### config.mk
export PLATFORM = sky130hd
export DESIGN_NAME = cache_l1_miss_ctrl
export DESIGN_NICKNAME = d
export VERILOG_FILES = /design/src/rtl/cache_def_pkg.sv /design/src/rtl/cache_l1_miss_ctrl_victim_sel.sv /design/src/rtl/cache_l1_miss_ctrl.sv
export SDC_FILE = /design/constraint.sdc
export NUM_CORES = 1
export LEC_CHECK = 0
export CAP_MARGIN = 20
export CORE_AREA = 2 2 314 316
export CTS_BUF_LIST = sky130_fd_sc_hd__clkbuf_8
export DETAILED_ROUTE_END_ITERATION = 7
export DIE_AREA = 0 0 316 318
export PLACE_DENSITY = 0.35
export SLEW_MARGIN = 20
export SYNTH_ARGS = -nofsm -noshare
export SYNTH_HDL_FRONTEND = slang
export SYNTH_SLANG_ARGS = --single-unit
### constraint.sdc
create_clock -name clk_i -period 2.99 [get_ports clk_i]
set_input_delay 0.598 -clock clk_i [delete_from_list [all_inputs] [get_ports clk_i]]
set_output_delay 0.598 -clock clk_i [all_outputs]
set_load 0.02 [all_outputs]
### src/rtl/cache_def_pkg.sv
// cache_def: shared L1 geometry and the miss-controller state type.
//   INDEX_L1      set-index width
//   DEPTH_L1      number of sets
//   INDEX_WAY_L1  way-number width (WAYS = 2**INDEX_WAY_L1)
//   TAG_W/LINE_W  tag and cache-line widths
package cache_def;

  localparam int INDEX_L1     = 6;
  localparam int DEPTH_L1     = 1 << INDEX_L1;
  localparam int INDEX_WAY_L1 = 2;
  localparam int TAG_W        = 20;
  localparam int LINE_W       = 128;

  typedef enum logic [2:0] {
    IDLE,
    WB,
    FILL,
    FILL_WAIT,
    REFILL,
    UPDATE
  } miss_state_e;

endpackage

### src/rtl/cache_l1_miss_ctrl_victim_sel.sv
// cache_victim_sel: combinational replacement choice for one set.
//   valid_bits_i  valid bit per way
//   plru_way_i    pLRU replacement hint for the set
//   victim_way_o  lowest-index invalid way, or the pLRU hint when all ways are valid
module cache_victim_sel
  import cache_def::*;
#(
  parameter int WAYS  = 4,
  parameter int WAY_W = INDEX_WAY_L1
) (
  input  logic [WAYS-1:0]  valid_bits_i,
  input  logic [WAY_W-1:0] plru_way_i,
  output logic [WAY_W-1:0] victim_way_o
);

  // Scanning from the top down lets the lowest invalid way win.
  always_comb begin
    victim_way_o = plru_way_i;
    for (int w = WAYS - 1; w >= 0; w--) begin
      if (!valid_bits_i[w]) victim_way_o = WAY_W'(w);
    end
  end

endmodule

### src/rtl/cache_l1_miss_ctrl.sv
// cache_l1_miss_ctrl: one-request-at-a-time L1 hit/miss sequencer.
//   req_*         core-side request, accepted in IDLE (req_ready_o)
//   hit_*/valid/dirty/way_tags/victim_line/plru_way_i  set state for req_index_i
//   victim_way_o  victim selection (live in IDLE, latched while busy)
//   mem_*         writeback / refill interface
//   arr_*         tag/data array write port (written valid=1, dirty=0)
//   plru_*        pLRU update for the accessed way
//   done_*        completion pulse and serving way
//   *_cnt_o       saturating hit / miss / writeback counters
module cache_l1_miss_ctrl
  import cache_def::*;
#(
  parameter int WAYS    = 4,
  parameter int WAY_W   = INDEX_WAY_L1,
  parameter int INDEX_W = INDEX_L1,
  parameter int TAG_W   = cache_def::TAG_W,
  parameter int LINE_W  = cache_def::LINE_W,
  parameter int CNT_W   = 32
) (
  input  logic                     clk_i,
  input  logic                     rst_ni,
  input  logic                     req_valid_i,
  output logic                     req_ready_o,
  input  logic [INDEX_W-1:0]       req_index_i,
  input  logic [TAG_W-1:0]         req_tag_i,
  input  logic                     hit_i,
  input  logic [WAY_W-1:0]         hit_way_i,
  input  logic [WAYS-1:0]          valid_bits_i,
  input  logic [WAYS-1:0]          dirty_bits_i,
  input  logic [WAYS*TAG_W-1:0]    way_tags_i,
  input  logic [LINE_W-1:0]        victim_line_i,
  output logic [WAY_W-1:0]         victim_way_o,
  input  logic [WAY_W-1:0]         plru_way_i,
  output logic                     plru_valid_o,
  output logic [INDEX_W-1:0]       plru_index_o,
  output logic [WAY_W-1:0]         plru_way_o,
  output logic                     mem_req_o,
  output logic                     mem_we_o,
  output logic [TAG_W+INDEX_W-1:0] mem_addr_o,
  output logic [LINE_W-1:0]        mem_wdata_o,
  input  logic                     mem_ready_i,
  input  logic                     mem_rvalid_i,
  input  logic [LINE_W-1:0]        mem_rdata_i,
  output logic                     arr_we_o,
  output logic [WAY_W-1:0]         arr_way_o,
  output logic [INDEX_W-1:0]       arr_index_o,
  output logic [TAG_W-1:0]         arr_tag_o,
  output logic [LINE_W-1:0]        arr_line_o,
  output logic                     done_o,
  output logic [WAY_W-1:0]         done_way_o,
  output logic [CNT_W-1:0]         hit_cnt_o,
  output logic [CNT_W-1:0]         miss_cnt_o,
  output logic [CNT_W-1:0]         wb_cnt_o
);

  function automatic logic [CNT_W-1:0] sat_inc(input logic [CNT_W-1:0] c);
    return (&c) ? c : c + 1'b1;
  endfunction

  miss_state_e        state_q, state_d;
  logic [INDEX_W-1:0] index_q, index_d;
  logic [TAG_W-1:0]   tag_q, tag_d;
  logic [WAY_W-1:0]   way_q, way_d;          // way that serves the access
  logic [WAY_W-1:0]   vic_way_q, vic_way_d;
  logic [TAG_W-1:0]   vic_tag_q, vic_tag_d;
  // Holds the victim line until the writeback completes, then the refill data.
  logic [LINE_W-1:0]  line_q, line_d;
  logic [CNT_W-1:0]   hit_cnt_q, hit_cnt_d;
  logic [CNT_W-1:0]   miss_cnt_q, miss_cnt_d;
  logic [CNT_W-1:0]   wb_cnt_q, wb_cnt_d;

  logic [WAY_W-1:0]   sel_way;
  logic [TAG_W-1:0]   sel_tag;

  cache_victim_sel #(
    .WAYS  (WAYS),
    .WAY_W (WAY_W)
  ) u_victim_sel (
    .valid_bits_i (valid_bits_i),
    .plru_way_i   (plru_way_i),
    .victim_way_o (sel_way)
  );

  assign sel_tag = way_tags_i[int'(sel_way)*TAG_W +: TAG_W];

  always_comb begin
    state_d    = state_q;
    index_d    = index_q;
    tag_d      = tag_q;
    way_d      = way_q;
    vic_way_d  = vic_way_q;
    vic_tag_d  = vic_tag_q;
    line_d     = line_q;
    hit_cnt_d  = hit_cnt_q;
    miss_cnt_d = miss_cnt_q;
    wb_cnt_d   = wb_cnt_q;
    unique case (state_q)
      IDLE: begin
        if (req_valid_i) begin
          index_d   = req_index_i;
          tag_d     = req_tag_i;
          vic_way_d = sel_way;
          vic_tag_d = sel_tag;
          line_d    = victim_line_i;
          if (hit_i) begin
            way_d     = hit_way_i;
            hit_cnt_d = sat_inc(hit_cnt_q);
            state_d   = UPDATE;
          end else begin
            way_d      = sel_way;
            miss_cnt_d = sat_inc(miss_cnt_q);
            state_d    = dirty_bits_i[sel_way] ? WB : FILL;
          end
        end
      end
      WB: begin
        if (mem_ready_i) begin
          wb_cnt_d = sat_inc(wb_cnt_q);
          state_d  = FILL;
        end
      end
      FILL: begin
        if (mem_ready_i) state_d = FILL_WAIT;
      end
      FILL_WAIT: begin
        if (mem_rvalid_i) begin
          line_d  = mem_rdata_i;
          state_d = REFILL;
        end
      end
      REFILL:  state_d = UPDATE;
      UPDATE:  state_d = IDLE;
      default: state_d = IDLE;
    endcase
  end

  always_ff @(posedge clk_i or negedge rst_ni) begin
    if (!rst_ni) begin
      state_q    <= IDLE;
      index_q    <= '0;
      tag_q      <= '0;
      way_q      <= '0;
      vic_way_q  <= '0;
      vic_tag_q  <= '0;
      line_q     <= '0;
      hit_cnt_q  <= '0;
      miss_cnt_q <= '0;
      wb_cnt_q   <= '0;
    end else begin
      state_q    <= state_d;
      index_q    <= index_d;
      tag_q      <= tag_d;
      way_q      <= way_d;
      vic_way_q  <= vic_way_d;
      vic_tag_q  <= vic_tag_d;
      line_q     <= line_d;
      hit_cnt_q  <= hit_cnt_d;
      miss_cnt_q <= miss_cnt_d;
      wb_cnt_q   <= wb_cnt_d;
    end
  end

  // All strobes decode directly from the state register, so an async reset
  // drops them in the same instant.
  assign req_ready_o  = (state_q == IDLE);
  assign victim_way_o = (state_q == IDLE) ? sel_way : vic_way_q;

  assign mem_req_o   = (state_q == WB) || (state_q == FILL);
  assign mem_we_o    = (state_q == WB);
  assign mem_addr_o  = (state_q == WB) ? {vic_tag_q, index_q} : {tag_q, index_q};
  assign mem_wdata_o = (state_q == WB) ? line_q : '0;

  assign arr_we_o    = (state_q == REFILL);
  assign arr_way_o   = way_q;
  assign arr_index_o = index_q;
  assign arr_tag_o   = tag_q;
  assign arr_line_o  = line_q;

  assign plru_valid_o = (state_q == UPDATE);
  assign plru_index_o = index_q;
  assign plru_way_o   = way_q;
  assign done_o       = (state_q == UPDATE);
  assign done_way_o   = way_q;

  assign hit_cnt_o  = hit_cnt_q;
  assign miss_cnt_o = miss_cnt_q;
  assign wb_cnt_o   = wb_cnt_q;

endmodule
==> key figures <==
Run status
  – Status: finished, final reports clean

Worst setup path
  – WP data arrival: 2.30 ns
  – Worst R2R Start: state_q[1]
  – Worst endpoint required time: 2.39 ns
  – Crit path kind: reg2out
  – Worst setup path start: state_q[1]
  – Worst Setup End Kind: output port
  – CP Launch Type: flip-flop
  – CP max FO: 8

Layout
  – Final core utilization: 0.2618
  – Commonest non-fill, non-tap cells in the layout: 648 x clkdlybuf4s50_1, 276 x dfrtp_1, 254 x nand2_1
  – Cell area after layout: 0.02551 mm2
  – Commonest non-fill, non-tap cell in the layout: clkdlybuf4s50_1
  – Area Overhead vs Synth: 78.79%
  – Finished Layout Cells: 3582
  – Layout cells sized above 1: 0.1697
  – Nets: 2622

Timing
  – Final Hold Fails: 0
  – Period Utilization, post-route: 0.9708
  – Hold Worst Slack: 0.4719 ns
  – Final Skew: 0.01147 ns
  – Final slew viol count: 0
  – Crit path time final: 2.903 ns
  – Rel. slew slack: 0.5036
  – Highest clock rate: 0.3445 GHz
  – Unrepaired setup endpoints after global routing: yes
  – Setup violation total in the final timing report: 0
  – Tightest Pin Transition: 0.7446 ns

Power
  – Pwr/cell area: 922.6 mW/mm2
  – Switching Fraction: 0.4310
  – Int Pwr: 13.39 mW
  – Seq pwr share: 0.277
  – Part of the power in combinational logic: 0.539
  – Peak supply drop: 0.0003603 V
  – Clock network power share: 0.184
  – P_sw: 10.14 mW
  – Leakage power: 11.54 nW

Floorplan
  – Die H: 318 um
  – Core area: 0.09741 mm2
  – Die Wd: 316 um
  – Die footprint: 0.1005 mm2
  – Initial Utilization: 0.1465
  – Std-Cell Rows: 115
  – # IOs: 804

Synthesis
  – Post-synth top flop: dfrtp_1
  – Post-Syn Nets: 1780
  – Dominant cell type by area after synthesis: dfrtp_1
  – Post-synth top area share: 0.4859
  – Area contributors post-synth: dfrtp_1 49%, mux2i_1 9.1%, nand2_1 6.7%, and2_1 5.9%, o21ai_0 4.6%
  – Syn avg cell area: 10.21 um2
  – Cell Area, Synth: 0.01427 mm2
  – Sequential share of the synthesized area: 0.4859
  – FF+latch count, synth: 277
  – Number of synthesized flops with an enable pin: 0
  – Mapped Cells: 1397
  – Distinct cells, synth: 48
  – Async SR Flop Fraction: 1.000
  – Synth warnings: 0

Detailed routing
  – First-pass DRT Iterations: 4
  – WL/cell: 21.94 um
  – DRT iter0 DRCs: 614
  – Via Count: 13710
  – Post-Route WL: 78590 um
  – Post-route ant nets: 0
  – Vias per cell: 3.827
  – # DRC: 0

Clocking
  – Root Driver: clkbuf_8
  – Total CTS buffers: 60
  – Clock sink count: 277
  – CTS H-Tree Depth: 2
  – Later-pin clock latency in the skew report: 0.66 ns
  – CTS tree: built
  – Max clock buf depth: 3
  – Clock transition at path regs: 0.06 ns

Job
  – Max cap viols: 0

Placement
  – Port bufs: 803
  – DP Cell Count: 3442
  – Final Wtd Congestion: 0.8342
  – Placed Area: 0.02407 mm2
  – Post-DP HPWL: 60440 um

Global route
  – First-pass GRT wire length: 110500 um
  – Grt ovf: 0
  – Vias in the first global route: 14810
  – Antenna violations before repair: 12
  – GRT Total Usage: 0.1519
  – Largest net degree at the start of global routing: 78

Min path
  – Hold WC Path Type: in2reg
  – Start point of the worst hold path: req_tag_i[1]
-- sequential cells by signal (all words and copies together), names as in the netlist --
name and count:
vic_way_q 2, wb_cnt_o 32, arr_line_o 128, arr_way_o 2, state_q 3, arr_tag_o 20, hit_cnt_o 32, miss_cnt_o 32
arr_index_o 6, vic_tag_q 20
-- timing repair --
action,in CTS,in global routing
endpoints found under the hold margin,68,0
endpoints found under the setup margin,154,85
hold buffers,1,0
gates resized for setup,713,31
setup buffers,14,2
pin swaps,2,1
gates cloned,7,2
-- metrics by stage --
step / power [mW] / TNS [ns] / worst slack, ns
after floorplan: 11.99 / 0 / 0.5637
after global placement: 18.75 / -0.3053 / -0.05802
after detailed placement: 18.78 / -0.5861 / -0.09631
after CTS: 23.93 / -0.5449 / -0.05190
after global routing: 25.01 / -0.2367 / -0.07694
final: 23.53 / 0 / 0.08717
-- Yosys cell counts, types with 8 or more instances --
cell and n:
nor4_1 8, xnor2_1 64, xor2_1 30, and2_1 135, nand2_1 255, and3_1 17, buf_4 18, nand4_1 42
nor3_1 16, o21ai_0 130, clkbuf_1 67, buf_2 12, dfrtp_1 277, and4_1 14, mux2_2 45, mux2i_1 130
nand3_1 35, nor2_1 28, mux4_2 20
-- area by class of cell --
| cell class | instances | area (um2) |
|---|---|---|
| fillers | 10340 | 71910 |
| diodes | 9 | 22.52 |
| repair buffers | 880 | 8731 |
| flip-flops and latches | 277 | 6933 |
| inverters | 5 | 21.27 |
| clock inverters | 31 | 167.7 |
| clock buffers | 78 | 1074 |
| multi-input cells | 1015 | 6948 |
| well taps | 1287 | 1610 |
-- final timing paths --
check	endpoint	slack [ns]	cells past startpoint
setup / recovery	mem_addr_o[10]	0.09	7
hold / removal	arr_tag_o[1]	0.47	3
hold reg to reg	wb_cnt_o[10]	0.49	1
max in group asynchronous	wb_cnt_o[21]	1.58	3
setup reg to reg	hit_cnt_o[29]	0.28	7
min in group asynchronous	hit_cnt_o[0]	0.56	2
-- power by group through the flow --
| stage | sequential (mW) | combinational, mW | clock [mW] |
|---|---|---|---|
| finish | 6.53 | 12.7 | 4.32 |
| global route | 6.72 | 13.6 | 4.72 |
| CTS | 6.57 | 12.8 | 4.59 |
| detailed placement | 6.58 | 12.2 | 0 |
| global placement | 6.57 | 12.2 | 0 |
| floorplan | 7.20 | 4.78 | 0 |
-- cells by family (layout without fill, tap and decap cells) --
kind of cell / Yosys count / in the layout / share of synthesized area
other cells: 0 / 9 / 0
simple gates: 574 / 574 / 0.2032
flops: 277 / 277 / 0.4859
buf+inv: 105 / 994 / 0.03342
compound gates: 149 / 149 / 0.05885
fa+ha+maj: 3 / 3 / 0.002631
xor+xnor: 94 / 94 / 0.05771
mux: 195 / 195 / 0.1583
-- critical path: stages, from the launching register on --
cell and delay [ns]:
dfrtp_2 0.43, nor3b_4 0.25, buf_6 0.15, buf_12 0.13
buf_16 0.14, buf_6 0.10, mux2_4 0.30, buf_6 0.14
-- metal layers --
metal	global-route usage	up-vias	part of all wire
met5	0	-	0.00076
li1	-	6523	-
met1	0.1777	6649	0.40
met2	0.2708	424	0.51
met3	0.03456	101	0.056
met4	0.04939	10	0.028
Note: power is estimated with default switching activity, not from simulation.
